[src/rtl/dpi_stream_dispatcher.sv]
// dpi_stream_dispatcher: maps flow keys to stream slots and drives the matcher-side load/char/eop protocol
module dpi_stream_dispatcher #(
    parameter int NUM_STREAMS = 64,
    parameter int KEY_W       = 32,
    parameter int LOAD_GAP    = 2,
    parameter int EOP_GAP     = 3,
    parameter int DEFAULT_EN  = 1
) (
    input  logic             clk,
    input  logic             rst_n,
    input  logic [7:0]       s_data,
    input  logic             s_valid,
    output logic             s_ready,
    input  logic             s_sop,
    input  logic             s_eop,
    input  logic [KEY_W-1:0] s_key,
    input  logic             cfg_we,
    input  logic [5:0]       cfg_addr,
    input  logic             cfg_en,
    output logic [5:0]       stream_id,
    output logic             new_stream_id,
    output logic             load_state,
    output logic [7:0]       char_out,
    output logic             char_vld,
    output logic             eop,
    output logic             enable,
    output logic [15:0]      pkt_count,
    output logic [15:0]      drop_count
);
    typedef enum logic [2:0] {IDLE, SEARCH, LOAD, GAP, STREAM, DRAIN, EOP} state_t;
    state_t state, state_nxt;
    logic [KEY_W-1:0] key_q;
    logic [KEY_W-1:0] keys [NUM_STREAMS];
    logic [NUM_STREAMS-1:0] valid, en;
    logic [5:0] cnt, victim, free_idx, alloc_idx;
    logic free_found, en_q, hit, last, alloc, beat, drop;

    assign hit       = state == SEARCH && valid[cnt] && keys[cnt] == key_q;
    assign last      = cnt == 6'(NUM_STREAMS - 1);
    assign alloc     = state == SEARCH && last && !hit;
    assign alloc_idx = free_found ? free_idx : !valid[cnt] ? cnt : victim;
    assign beat      = state == STREAM && s_valid;
    assign drop      = state == IDLE && s_valid && !s_sop;
    assign s_ready   = state == STREAM || drop;
    assign load_state = state == LOAD;
    assign eop       = state == EOP;
    assign enable    = state == EOP && en_q;

    always_comb begin
        state_nxt = state;
        case (state)
            IDLE:    state_nxt = s_valid && s_sop ? SEARCH : IDLE;
            SEARCH:  state_nxt = hit || last ? LOAD : SEARCH;
            LOAD:    state_nxt = LOAD_GAP > 1 ? GAP : STREAM;
            GAP:     state_nxt = cnt == 6'(LOAD_GAP - 2) ? STREAM : GAP;
            STREAM:  state_nxt = beat && s_eop ? DRAIN : STREAM;
            DRAIN:   state_nxt = cnt == 6'(EOP_GAP) ? EOP : DRAIN;
            EOP:     state_nxt = IDLE;
            default: state_nxt = IDLE;
        endcase
    end

    always_ff @(posedge clk) begin
        if (!rst_n) begin
            state         <= IDLE;
            cnt           <= '0;
            valid         <= '0;
            victim        <= '0;
            free_found    <= 1'b0;
            free_idx      <= '0;
            key_q         <= '0;
            stream_id     <= '0;
            new_stream_id <= 1'b0;
            en_q          <= 1'b0;
            char_out      <= '0;
            char_vld      <= 1'b0;
            pkt_count     <= '0;
            drop_count    <= '0;
        end else begin
            state    <= state_nxt;
            cnt      <= state_nxt != state ? '0 : cnt + 6'd1;
            char_vld <= beat;
            if (beat) char_out <= s_data;
            if (state == IDLE) free_found <= 1'b0;
            if (state == IDLE && s_valid && s_sop) key_q <= s_key;
            if (state == SEARCH && !valid[cnt] && !free_found) begin
                free_found <= 1'b1;
                free_idx   <= cnt;
            end
            if (hit) begin
                stream_id     <= cnt;
                new_stream_id <= 1'b0;
            end
            if (alloc) begin
                stream_id          <= alloc_idx;
                new_stream_id      <= 1'b1;
                valid[alloc_idx]   <= 1'b1;
                if (!free_found && valid[cnt]) victim <= victim + 6'd1;
            end
            if (state == LOAD) en_q <= en[stream_id];
            if (state == EOP) pkt_count <= pkt_count + 16'd1;
            if (drop && drop_count != 16'hFFFF) drop_count <= drop_count + 16'd1;
        end
    end

    // allocation is written after cfg so it wins a same-slot collision
    always_ff @(posedge clk) begin
        if (cfg_we) en[cfg_addr] <= cfg_en;
        if (alloc) begin
            keys[alloc_idx] <= key_q;
            en[alloc_idx]   <= DEFAULT_EN != 0;
        end
    end
endmodule

[config.mk]
export PLATFORM = sky130hd
export DESIGN_NAME = dpi_stream_dispatcher
export DESIGN_NICKNAME = d
export VERILOG_FILES = /design/src/rtl/dpi_stream_dispatcher.sv
export SDC_FILE = /design/constraint.sdc
export NUM_CORES = 2
export LEC_CHECK = 0
export CORE_MARGIN = 2
export CORE_UTILIZATION = 55
export CTS_BUF_LIST = sky130_fd_sc_hd__clkbuf_16
export CTS_CLUSTER_SIZE = 25
export DETAILED_ROUTE_END_ITERATION = 10
export GPL_TIMING_DRIVEN = 0
export PLACE_DENSITY = 0.68
export SETUP_SLACK_MARGIN = 0.2
export SLEW_MARGIN = 20
export SYNTH_ARGS = -nofsm -noshare
export SYNTH_HDL_FRONTEND = slang
export SYNTH_SLANG_ARGS = --single-unit
[constraint.sdc]
create_clock -name clk -period 11.5 [get_ports clk]
set_input_delay 2.3 -clock clk [delete_from_list [all_inputs] [get_ports clk]]
set_output_delay 2.3 -clock clk [all_outputs]
set_load 0.02 [all_outputs]
==> flow_summary.toml <==
[sta]
slew_viol_final = 0
hold_slack_ps = 457
max_freq_mhz = 117
max_slew_margin_pct = 6.71
hold_viol = 0
rsz0062_at_grt = "no"
tns_ps = 0
fin_crit_sh_pct = 74.2
fin_ws_ps = 2960
fin_crit_ps = 8540
fin_skew_ps = 45.1
worst_pin_slew_ps = 1400
setup_viol = 0

[die]
dieArea_um2 = 168000
placementRows = 148
die_w_um = 409
core_um2 = 163000
start_util_pct = 55.5
ios = 105
die_h_um = 409

[setup_path]
required_ps = 12130
crit_fanout = 10
worstSetupStartpointType = "register"
crit_type = "reg2reg"
cp_data_arrival_time_ps = 9160
endpoint_kind = "register"

[final_layout]
fillers = 11000
drive_gt1_share_pct = 27.0
multi_input_area_um2 = 22800
instances_no_fill = 7943
nets = 5621
seqCellArea_um2 = 66200
synthToLayoutAreaGrowth_pct = 17.4

[clock_tree]
numCtsBuffers = 221
htree_levels = 4
clockRootBuffer = "clkbuf_16"
insertion_delay_ps = 900
cts_tree = "yes"
post_cts_buffers = 0
ctsHoldBuffers = 0
cts_buffer_depth = 3
cts.reportedPaths.clkPinSlew_ps = 60
postCtsResizedCells = 0
clock_sinks = 2279

[placement]
hpwlAfterDp_um = 250000
io_buffer_count = 101
place_congestion = 0.995
place_inst = 7515
place_ws_ps = 3470

[synth]
synth.largest_area_cell = "edfxtp_1"
synth_edf_count = 2048
yosysWarnings = 0
async_flop_share_pct = 0
yosysSeqAreaShare_pct = 73.2
ys_dominant_reg_cell = "edfxtp_1"
ys_top_cells_by_area = "edfxtp_1 (68%), mux4_2 (11%), dfxtp_1 (5.1%)"
postSynthAreaPerCell_um2 = 18.7
synth_area_um2 = 90400
yosysMostFrequentCell = "edfxtp_1"
syn_inst = 4831
ys_seq_elements = 2279
yosysTopAreaCellShare_pct = 68.1
synth_nets = 4889
ys_types = 95
netlist_top_cells_count = "edfxtp_1 (2048), mux4_2 (451), mux2i_1 (292), nand2_1 (266), dfxtp_1 (231)"

[detailed_routing]
wire_per_inst_um = 44.6
first_pass_iters = 8
drc_errors = 0
wl_um = 354000
drt-initial-drc-count = 12500
routed-via-count = 58200
ant_nets = 0
via_per_inst = 7.33

[run]
cap_violations = 0

[global_route]
grt_pass1_wl_um = 470000
grt_max_degree = 71
grt_overflow = 0
antenna_found_initial = 29
first_global_vias = 53800
grt_usage_pct = 42.2

[pwr]
finalPower_mw = 17.9
p_leak_nw = 32.7
power_density_nw_per_um2 = 169
irDropWorstVdd_mv = 0.181

[min_path]
hold_path_class = "reg2reg"

[outcome]
status = "finished, final reports clean"
## cell usage in the layout, fill, tap and decap left out, types with 39 or more instances in the layout
cell and count:
edfxtp_1 2048, mux4_2 451, mux2i_1 292, nand2_1 266, buf_4 260, clkbuf_16 227, dfxtp_1 199, nor2_1 128
buf_6 119, buf_2 113, clkbuf_1 104, clkdlybuf4s50_1 101, a21oi_1 97, a22oi_1 93, nand3_1 66, inv_1 58
clkinv_1 58, o31ai_1 52, o21ai_0 47, mux2_2 44, o21a_1 44, buf_8 44, nor3_2 40, nor3_1 39
## cells by family after synthesis
family | after synthesis | synth area share [%]
flops | 2279 | 73.2
mux | 788 | 15.0
simple gates | 782 | 4.29
compound gates | 606 | 4.87
buf+inv | 315 | 2.02
xor+xnor | 56 | 0.543
fa+ha+maj | 5 | 0.0692
## critical path: stages, from the launching register on
cell	delay [ps]
dfxtp_1	680
clkbuf_1	460
clkbuf_1	770
clkbuf_1	950
clkbuf_1	860
o221ai_1	270
a221oi_1	790
a211oi_1	140
mux2i_1	220
a2111oi_0	510
nand4bb_1	420
nor3_2	880
nor3_2	280
buf_4	290
buf_6	170
buf_4	170
buf_4	180
buf_6	150
## worst paths after layout
check	slack, ps	cells past startpoint	startpoint	end
worst max-delay path	2960	17	cnt[4]	keys[27][20]
worst min-delay path	460	2	valid[49]	valid[49]
worst max register to register	2960	17	cnt[4]	keys[27][20]
worst min register to register	460	2	valid[49]	valid[49]
## power breakdown
part	leakage (nW)	internal (mW)	switching (mW)
logic	10.2	0.531	0.999
clock network	3.64	4.02	3.21
registers	18.9	9.04	0.0902
total	32.7	13.6	4.30
## cell type report
type | instances | area share, %
diodes | 15 | 0.0354
plain buffers | 300 | 1.69
clock buffers | 227 | 5.35
clock inverters | 186 | 1.40
inverters | 15 | 0.0554
multi-input cells | 2237 | 21.5
flip-flops and latches | 2279 | 62.4
well taps | 2175 | 2.57
repair buffers | 509 | 4.95
## per-stage QoR
step	utilization [%]	area, um2
after floorplan	-	90400
after global placement	57.7	94100
after detailed placement	60.7	98900
after CTS	65.1	106000
after global routing	65.1	106000
final	65.1	106000
## registers in the layout, indices dropped and copies added, names as in the netlist, 8 cells and up
register,count
char_out,8
drop_count,16
en,64
key_q,32
keys,2048
pkt_count,16
valid,64
## metal layers
metal / vias up / GRT usage [%] / routed length (um)
met5: - / 0.431 / 310
met4: 32 / 29.5 / 32100
met3: 1481 / 17.1 / 61300
met2: 6040 / 59.1 / 148000
met1: 29400 / 53.8 / 113000
li1: 21300 / - / -
No activity file was read; power rests on OpenSTA's default activity.
